<file path="src/rtl/spi_dcs_sink_pkg.sv">
// Shared DCS opcodes and parser state encoding for the SPI display sink.
package spi_dcs_sink_pkg;

    localparam logic [7:0] DCS_NOP     = 8'h00;
    localparam logic [7:0] DCS_SWRESET = 8'h01;
    localparam logic [7:0] DCS_CASET   = 8'h2A;
    localparam logic [7:0] DCS_PASET   = 8'h2B;
    localparam logic [7:0] DCS_RAMWR   = 8'h2C;

    typedef enum logic [2:0] {
        IDLE  = 3'd0,
        CASET = 3'd1,
        PASET = 3'd2,
        RAMWR = 3'd3,
        SKIP  = 3'd4
    } parser_state_t;

endpackage

</file>
<file path="src/rtl/spi_dcs_sink_byte_rx.sv">
// Oversampling SPI mode-0 byte receiver: synchronisers, edge detect, bit counter, shifter.
module spi_byte_rx #(
    parameter int SYNC = 2
) (
    input  logic       clock,
    input  logic       reset_n,
    input  logic       spi_cs_n,
    input  logic       spi_clock,
    input  logic       spi_dc,
    input  logic       spi_mosi,
    output logic       byte_valid,
    output logic       byte_dc,
    output logic [7:0] rx_byte,
    output logic       cs_idle
);

    logic [SYNC-1:0] cs_sync, sclk_sync, dc_sync, mosi_sync;
    logic            sclk_q;
    logic [2:0]      bit_cnt;
    logic [6:0]      shift;
    logic            sclk_rise;

    // Chip select synchroniser resets to the deselected level.
    always_ff @(posedge clock or negedge reset_n) begin
        if (!reset_n) begin
            cs_sync   <= '1;
            sclk_sync <= '0;
            dc_sync   <= '0;
            mosi_sync <= '0;
            sclk_q    <= 1'b0;
            bit_cnt   <= 3'd0;
            shift     <= 7'd0;
        end else begin
            cs_sync   <= {cs_sync[SYNC-2:0], spi_cs_n};
            sclk_sync <= {sclk_sync[SYNC-2:0], spi_clock};
            dc_sync   <= {dc_sync[SYNC-2:0], spi_dc};
            mosi_sync <= {mosi_sync[SYNC-2:0], spi_mosi};
            sclk_q    <= sclk_sync[SYNC-1];
            if (cs_idle) begin
                bit_cnt <= 3'd0;
            end else if (sclk_rise) begin
                bit_cnt <= bit_cnt + 3'd1;
                shift   <= {shift[5:0], mosi_sync[SYNC-1]};
            end
        end
    end

    assign cs_idle    = cs_sync[SYNC-1];
    assign sclk_rise  = sclk_sync[SYNC-1] & ~sclk_q & ~cs_sync[SYNC-1];
    // Completing byte is presented combinationally on the 8th edge.
    assign byte_valid = sclk_rise & (bit_cnt == 3'd7);
    assign rx_byte    = {shift, mosi_sync[SYNC-1]};
    assign byte_dc    = dc_sync[SYNC-1];

endmodule

</file>
<file path="src/rtl/spi_dcs_sink.sv">
// DCS command parser: window registers, write cursor and RGB565 pixel assembly.
module spi_dcs_sink
    import spi_dcs_sink_pkg::*;
#(
    parameter int WIDTH  = 240,
    parameter int HEIGHT = 320,
    parameter int SYNC   = 2
) (
    input  logic        clock,
    input  logic        reset_n,
    input  logic        spi_cs_n,
    input  logic        spi_clock,
    input  logic        spi_dc,
    input  logic        spi_mosi,
    output logic        cmd_valid,
    output logic [7:0]  cmd_code,
    output logic        px_valid,
    output logic [15:0] px_x,
    output logic [15:0] px_y,
    output logic [15:0] px_data
);

    localparam logic [15:0] X_END_RST = 16'(WIDTH - 1);
    localparam logic [15:0] Y_END_RST = 16'(HEIGHT - 1);

    // Outputs are valid-only strobes with no back-pressure: cmd_valid/px_valid
    // pulse for one cycle, and their payloads hold until the next pulse.
    logic          byte_valid, byte_dc, cs_idle;
    logic [7:0]    rx_byte;
    logic          is_cmd, is_data;
    parser_state_t state, state_d;
    logic [1:0]    arg_idx;
    logic [23:0]   arg_sr;
    logic [15:0]   x_start, x_end, y_start, y_end;
    logic [15:0]   cur_x, cur_y;
    logic          half;
    logic [7:0]    hi_byte;

    spi_byte_rx #(.SYNC(SYNC)) u_rx (
        .clock      (clock),
        .reset_n    (reset_n),
        .spi_cs_n   (spi_cs_n),
        .spi_clock  (spi_clock),
        .spi_dc     (spi_dc),
        .spi_mosi   (spi_mosi),
        .byte_valid (byte_valid),
        .byte_dc    (byte_dc),
        .rx_byte    (rx_byte),
        .cs_idle    (cs_idle)
    );

    assign is_cmd  = byte_valid & ~byte_dc;
    assign is_data = byte_valid & byte_dc;

    always_ff @(posedge clock or negedge reset_n) begin
        if (!reset_n) state <= IDLE;
        else          state <= state_d;
    end

    always_comb begin
        state_d = state;
        if (is_cmd) begin
            case (rx_byte)
                DCS_CASET: state_d = CASET;
                DCS_PASET: state_d = PASET;
                DCS_RAMWR: state_d = RAMWR;
                default:   state_d = SKIP;
            endcase
        end else if (is_data && (state == CASET || state == PASET) && arg_idx == 2'd3) begin
            state_d = SKIP;
        end
    end

    always_ff @(posedge clock or negedge reset_n) begin
        if (!reset_n) begin
            cmd_valid <= 1'b0;
            cmd_code  <= 8'd0;
            px_valid  <= 1'b0;
            px_x      <= 16'd0;
            px_y      <= 16'd0;
            px_data   <= 16'd0;
            arg_idx   <= 2'd0;
            arg_sr    <= 24'd0;
            x_start   <= 16'd0;
            y_start   <= 16'd0;
            x_end     <= X_END_RST;
            y_end     <= Y_END_RST;
            cur_x     <= 16'd0;
            cur_y     <= 16'd0;
            half      <= 1'b0;
            hi_byte   <= 8'd0;
        end else begin
            cmd_valid <= 1'b0;
            px_valid  <= 1'b0;
            if (cs_idle) half <= 1'b0;
            if (is_cmd) begin
                cmd_valid <= 1'b1;
                cmd_code  <= rx_byte;
                arg_idx   <= 2'd0;
                half      <= 1'b0;
                if (rx_byte == DCS_RAMWR) begin
                    cur_x <= x_start;
                    cur_y <= y_start;
                end
                if (rx_byte == DCS_SWRESET) begin
                    x_start <= 16'd0;
                    y_start <= 16'd0;
                    x_end   <= X_END_RST;
                    y_end   <= Y_END_RST;
                end
            end else if (is_data) begin
                case (state)
                    CASET, PASET: begin
                        arg_idx <= arg_idx + 2'd1;
                        arg_sr  <= {arg_sr[15:0], rx_byte};
                        // Fourth argument commits start/end together.
                        if (arg_idx == 2'd3) begin
                            if (state == CASET) begin
                                x_start <= arg_sr[23:8];
                                x_end   <= {arg_sr[7:0], rx_byte};
                            end else begin
                                y_start <= arg_sr[23:8];
                                y_end   <= {arg_sr[7:0], rx_byte};
                            end
                        end
                    end
                    RAMWR: begin
                        if (!half) begin
                            hi_byte <= rx_byte;
                            half    <= 1'b1;
                        end else begin
                            px_valid <= 1'b1;
                            px_x     <= cur_x;
                            px_y     <= cur_y;
                            px_data  <= {hi_byte, rx_byte};
                            half     <= 1'b0;
                            // Inverted windows wrap through 0xFFFF by design.
                            if (cur_x == x_end) begin
                                cur_x <= x_start;
                                cur_y <= (cur_y == y_end) ? y_start : cur_y + 16'd1;
                            end else begin
                                cur_x <= cur_x + 16'd1;
                            end
                        end
                    end
                    default: ;
                endcase
            end
        end
    end

endmodule

</file>
<file path="config.mk">
export PLATFORM = sky130hd
export DESIGN_NAME = spi_dcs_sink
export DESIGN_NICKNAME = d
export VERILOG_FILES = /design/src/rtl/spi_dcs_sink_pkg.sv /design/src/rtl/spi_dcs_sink_byte_rx.sv /design/src/rtl/spi_dcs_sink.sv
export SDC_FILE = /design/constraint.sdc
export NUM_CORES = 1
export LEC_CHECK = 0
export CORE_MARGIN = 3
export CORE_UTILIZATION = 53
export CTS_BUF_LIST = sky130_fd_sc_hd__clkbuf_8 sky130_fd_sc_hd__clkbuf_16
export CTS_CLUSTER_DIAMETER = 40
export DETAILED_ROUTE_END_ITERATION = 8
export PLACE_DENSITY = 0.76
export RECOVER_POWER = 50
export SLEW_MARGIN = 20
export SYNTH_ARGS = -nofsm -noshare
export SYNTH_HDL_FRONTEND = slang
export SYNTH_SLANG_ARGS = --single-unit
</file>
<file path="constraint.sdc">
create_clock -name clock -period 2.3 [get_ports clock]
set_input_delay 0.345 -clock clock [delete_from_list [all_inputs] [get_ports clock]]
set_output_delay 0.345 -clock clock [all_outputs]
set_load 0.02 [all_outputs]
</file>
==> results of run 1 <==
-- metrics by stage --
step | setup WS, ns | utilization, % | hold WS [ns]
finish | 0.0914 | 66.7 | 0.344
global route | 0.0113 | 66.7 | 0.352
CTS | 0.0199 | 67.0 | 0.212
detailed placement | 0.0607 | 60.9 | 0.321
global placement | 0.172 | 60.9 | 0.318
floorplan | 0.105 | - | 0.0494
-- power by group through the flow --
| stage | clock network [W] | registers, W | logic (W) |
|---|---|---|---|
| 3_3_place_gp | 0 | 0.00387 | 0.000493 |
| 4_1_cts | 0.00473 | 0.00381 | 0.000509 |
| 6_report | 0.00468 | 0.00381 | 0.000502 |
| 5_1_grt | 0.00491 | 0.00381 | 0.000546 |
| 2_1_floorplan | 0 | 0.00386 | 0.000247 |
| 3_5_place_dp | 0 | 0.00387 | 0.000503 |
-- layer usage --
metal / track usage (%) / routed length, um / vias to the layer above
met5: 0 / 0 / -
met4: 9.11 / 874 / 0
met3: 4.86 / 1320 / 62
met2: 39.0 / 10900 / 229
met1: 32.8 / 9880 / 3548
li1: - / - / 3310
-- timing repair --
item	CTS	global route
endpoints found under the hold margin	39	0
setup endpoints to repair	0	16
hold buffers	1	0
gates resized for setup	0	4
-- kinds of logic (layout without fill, tap and decap cells) --
group / count (synthesis) / count (layout) / share of synthesized area, %
buffers and inverters: 74 / 183 / 3.49
AOI/OAI and AO/OA: 156 / 156 / 10.6
and+or+nand+nor: 378 / 378 / 17.8
xor gates and xnor gates: 33 / 33 / 3.08
adders and majority gates: 5 / 5 / 0.667
DFF: 211 / 211 / 56.5
muxes: 69 / 69 / 7.88
-- layout make-up --
class | count | area (um2)
Fill cell | 1277 | 5750
Sequential cell | 211 | 5300
Multi-Input combinational cell | 641 | 3770
Timing Repair Buffer | 113 | 1100
Clock buffer | 33 | 803
Tap cell | 225 | 282
Clock inverter | 23 | 245
Inverter | 14 | 52.6
-- state kept, by name (all words and copies together) (netlist names), 16 cells and up --
register and count:
arg_sr 24, cur_x 16, cur_y 16, px_data 16
px_x 16, px_y 16, x_end 16, x_start 16
y_end 16, y_start 16
-- worst reg2reg max path, cell delays in order, from the launching register on --
cell and delay (ns):
dfrtp_1 0.38, ha_1 0.20, ha_1 0.18, and4bb_2 0.30
nand2_2 0.16, inv_2 0.08, clkbuf_2 0.32, nor2_1 0.33
o21ai_0 0.16
-- Yosys cell counts (all sizes together) --
library cell	instances	area, um2
a21boi	11	113
a21oi	23	119
a221o	1	10.0
a22o	3	26.3
a22oi	3	22.5
a2bb2oi	13	164
and2	2	12.5
and3	4	25.0
and4	1	8.76
and4bb	1	12.5
buf	21	129
clkbuf	39	146
dfrtp	195	4880
dfstp	16	420
ha	5	62.6
inv	14	52.6
mux2	39	439
mux2i	30	300
nand2	266	1000
nand2b	7	43.8
nand3	32	160
nand4	14	87.6
nand4b	1	8.76
nand4bb	2	22.5
nor2	26	105
nor3	7	35.0
nor4	9	101
o21a	1	7.51
o21ai	90	454
o21bai	1	7.51
o22ai	6	37.5
o2bb2ai	1	8.76
o31a	3	26.3
or2	2	12.5
or3	2	12.5
or4	1	7.51
or4b	1	13.8
xnor2	16	140
xor2	17	149
-- how the worst max path moves through the flow --
stage	from	to	slack [ns]	depth (start not counted)
after CTS	u_rx.bit_cnt[0]	cur_y[14]	0.02	9
after global placement	u_rx.bit_cnt[0]	cur_y[0]	0.17	9
after global routing	u_rx.bit_cnt[1]	y_end[3]	0.01	8
after detailed placement	u_rx.bit_cnt[0]	cur_y[11]	0.06	9
final	u_rx.bit_cnt[0]	y_end[3]	0.09	8
after floorplan	u_rx.bit_cnt[0]	cur_y[10]	0.10	10
==> flow_metrics.tcl, run 1 <==
set metrics [dict create \
    slowest_delay_ns 0.38 \
    avgViaCountPerCell 5.67 \
    gp_congestion 0.874 \
    clk_latency_ns 0.53 \
    r2r_start "u_rx.bit_cnt[0]" \
    min_from "u_rx.sclk_sync[0]" \
    dieHeight_um 139 \
    setup_viol 0 \
    synth_cell_types 52 \
    timing.fmax_mhz 453 \
    drt-initial-drc-count 533 \
    finalWirelength_um 23000 \
    ys_seq_area_share_pct 56.5 \
    cp_top_family "simple AND/OR/NAND/NOR gates" \
    hold_path_class "register to register" \
    synth_nets 937 \
    cts.sinks 211 \
    syn2layout_area_growth_pct 23.0 \
    cts_tree "built" \
    grt_pass1_vias 7204 \
    final_common_cell "nand2_1" \
    syn_avg_cell_area_um2 10.1 \
    reg2reg_depth 8 \
    skew_ns 0.00788 \
    p_sw_w 0.00208 \
    die_w_um 139 \
    cts-root-buf "clkbuf_16" \
    num_io_pins 64 \
    diodes 0 \
    fin_tns_setup_ns 0 \
    final_nets 1022 \
    holdPathStages 0 \
    holdPathEnd "u_rx.sclk_sync[1]" \
    place_area_um2 10500 \
    post_cts.repair.setup_buffers 0 \
    first_pass_iters 5 \
    antenna_found_initial 0 \
    worstPathArrival_ns 2.65 \
    start_kind "register" \
    die_area_um2 19300 \
    p_int_w 0.00691 \
    final_cells 1260 \
    drive_above_1_share_pct 17.6 \
    endpoint_kind "register" \
    yosysWarningCount 0 \
    power_frac_seq_pct 42.4 \
    slew_headroom_pct 20.5 \
    syn_inst 926 \
    start_util_pct 54.3 \
    peakVddDrop_v 0.000622 \
    worst_slew_pin_slew_ns 1.19 \
    hold_violations 0 \
    htreeDepth 1 \
    maxCapViolations 0 \
    path_class "register to register" \
    layout_common_cells "265 x nand2_1, 195 x dfrtp_1, 88 x o21ai_0" \
    p_comb_share_pct 5.6 \
    clk_path_buf_depth 3 \
    clk_pin_slew_ns 0.06 \
    path_cells "ha_1 > ha_1 > and4bb_2 > nand2_2 > inv_2 > clkbuf_2 > nor2_1 > o21ai_0" \
    swShare_pct 23.1 \
    crit_top_cell "ha_1" \
    cp.required_ns 2.74 \
    port-buffer-count 63 \
    grt_max_degree 65 \
    wl_per_cell_um 18.2 \
    period_needed_ns 2.21 \
    dp.final_hpwl_um 15200 \
    netlist_area_um2 9390 \
    powerDensity_nw_per_um2 778 \
    p_total_w 0.00899 \
    leakagePower_nw 5.32 \
    grt-ovfl-total 0 \
    ys_ff_latch 211 \
    cts_buffers 30 \
    reg2reg_slack_ns 0.09 \
    core_um2 17300 \
    grt_pass1_wl_um 38100 \
    num_vias 7149 \
    route.detailed.drc 0 \
    finalCritPeriodShare_pct 96.0 \
    rr_endpoint "y_end[3]" \
    final_cell_area_um2 11500 \
    power_frac_clock_pct 52.1 \
    crit_fanout 18 \
    gr-usage-all-layers_pct 24.2 \
    row_count 48 \
    status "complete, no violations" \
    slowest_stage "dfrtp_1" \
    drtAntennaViolNets 0 \
    rsz0062_at_grt "no" \
    dp_cells 1203 \
    drv_slew 0 \
    cp_num_buf_inv 2 \
]
Note: power is estimated with default switching activity, not from simulation.
==> run 2, diff against run 1 <==
--- a/config.mk
+++ b/config.mk
@@ -7,7 +7,6 @@
 export LEC_CHECK = 0
 export CORE_MARGIN = 3
 export CORE_UTILIZATION = 53
-export CTS_BUF_LIST = sky130_fd_sc_hd__clkbuf_8 sky130_fd_sc_hd__clkbuf_16
 export CTS_CLUSTER_DIAMETER = 40
 export DETAILED_ROUTE_END_ITERATION = 8
 export PLACE_DENSITY = 0.76
==> flow_metrics.tcl, run 2 (synthesis gave the netlist of run 1 again) <==
set metrics [dict create \
    cts-root-buf "clkbuf_16" \
    dieHeight_um 139 \
    crit_start "u_rx.bit_cnt[0]" \
    drive_above_1_share_pct 17.6 \
    clk_latency_ns 0.53 \
    clk_path_buf_depth 3 \
    syn2layout_area_growth_pct 23.0 \
    clk_pin_slew_ns 0.06 \
    htreeDepth 1 \
    gp_congestion 0.874 \
    start_util_pct 54.3 \
    nFillCells 1277 \
    grt-ovfl-total 0 \
    final_nets 1022 \
    cp.required_ns 2.74 \
    setup_viol 0 \
    slew_headroom_pct 20.4 \
    swShare_pct 23.1 \
    route.detailed.drc 0 \
    min_from "u_rx.sclk_sync[0]" \
    hold_violations 0 \
    place_area_um2 10500 \
    antenna_found_initial 0 \
    gr-usage-all-layers_pct 24.2 \
    drt-initial-drc-count 537 \
    port-buffer-count 63 \
    power_frac_seq_pct 42.3 \
    p_comb_share_pct 5.6 \
    maxCapViolations 0 \
    skew_ns 0.00903 \
    die_area_um2 19300 \
    path_class "register to register" \
    finalWirelength_um 23000 \
    period_needed_ns 2.21 \
    status "complete, no violations" \
    core_um2 17300 \
    peakVddDrop_v 0.000622 \
    regMostFlops "arg_sr" \
    finalCritPeriodShare_pct 96.2 \
    worstPathArrival_ns 2.66 \
    endpoint_kind "register" \
    hold_path_class "register to register" \
    layout_common_cells "265 x nand2_1, 195 x dfrtp_1, 88 x o21ai_0" \
    final_common_cell "nand2_1" \
    dp.final_hpwl_um 15200 \
    fin_tns_setup_ns 0 \
    wl_per_cell_um 18.2 \
    num_io_pins 64 \
    drv_slew 0 \
    cts_tree "built" \
    final_cell_area_um2 11500 \
    cts.sinks 211 \
    grt_max_degree 65 \
    leakagePower_nw 5.31 \
    worst_slew_pin_slew_ns 1.19 \
    p_sw_w 0.00208 \
    crit_fanout 18 \
    rsz0062_at_grt "no" \
    cts_buffers 30 \
    largest_reg_flops 24 \
    r2r_start "u_rx.bit_cnt[0]" \
    first_pass_iters 5 \
    num_vias 7157 \
    avgViaCountPerCell 5.68 \
    row_count 48 \
    drtAntennaViolNets 0 \
    p_int_w 0.00692 \
    powerDensity_nw_per_um2 780 \
    grt_pass1_wl_um 38100 \
    diodes 0 \
    die_w_um 139 \
    start_kind "register" \
    power_frac_clock_pct 52.1 \
    timing.fmax_mhz 452 \
    grt_pass1_vias 7204 \
]
## run 2: power by group through the flow
stage          registers (W)  logic, W  clock network, W
6_report             0.00381  0.000502           0.00469
3_5_place_dp         0.00387  0.000503                 0
3_3_place_gp         0.00387  0.000493                 0
5_1_grt              0.00381  0.000546           0.00493
4_1_cts              0.00381  0.000509           0.00474
2_1_floorplan        0.00386  0.000247                 0
## run 2: path summary, 6_finish.rpt
check                      slack, ns                 to  cells after the start
max                             0.09           y_end[3]                      8
min                             0.34  u_rx.sclk_sync[1]                      0
max reg2reg                     0.09           y_end[3]                      8
min reg2reg                     0.34  u_rx.sclk_sync[1]                      0
max in group asynchronous       0.29    u_rx.bit_cnt[1]                      3
min in group asynchronous       0.59         px_data[3]                      2
## run 2: layer usage
layer | global-route usage (%) | up-vias | share of wire [%]
li1 | - | 3312 | -
met4 | 9.11 | 0 | 3.8
met5 | 0 | - | 0
met3 | 4.86 | 62 | 6.0
met1 | 32.8 | 3551 | 43
met2 | 39.0 | 232 | 47
## run 2: layout make-up
class | instances | area (um2) | area share (%)
multi-input combinational | 641 | 3770 | 32.6
tap | 225 | 282 | 2.44
sequential | 211 | 5300 | 45.9
clock inverter | 20 | 234 | 2.03
clock buffer | 36 | 815 | 7.06
inverter | 14 | 52.6 | 0.455
timing repair buffer | 113 | 1100 | 9.49
## run 2: through the flow
step / hold slack, ns / utilization, % / setup slack (ns) / cells / power [W]
after floorplan: 0.0494 / - / 0.105 / 926 / 0.00410
after global placement: 0.318 / 60.9 / 0.172 / 1203 / 0.00436
after detailed placement: 0.321 / 60.9 / 0.0607 / 1203 / 0.00437
after CTS: 0.212 / 67.0 / 0.0199 / 1260 / 0.00906
after global routing: 0.352 / 66.7 / 0.0113 / 1260 / 0.00928
final: 0.344 / 66.7 / 0.0865 / 1260 / 0.00900
## run 2: worst max-delay path, cell delays in order, from the launching register on
cell and delay [ns]:
dfrtp_1 0.38, ha_1 0.20, ha_1 0.18, and4bb_2 0.30, nand2_2 0.16, inv_2 0.08
clkbuf_2 0.32, nor2_1 0.34, o21ai_0 0.16
## run 2: timing repair
item | in CTS | in global routing
endpoints found under the setup margin | 0 | 16
gates resized for setup | 0 | 4
setup buffers | 0 | 0
hold buffers | 1 | 0
endpoints found under the hold margin | 39 | 0
==> run 3, diff against run 2 <==
--- a/config.mk
+++ b/config.mk
@@ -15,3 +15,4 @@
 export SYNTH_ARGS = -nofsm -noshare
 export SYNTH_HDL_FRONTEND = slang
 export SYNTH_SLANG_ARGS = --single-unit
+export TNS_END_PERCENT = 100
==> results of run 3 <==
No change in the layout: final DEF, timing and power equal those of run 2.
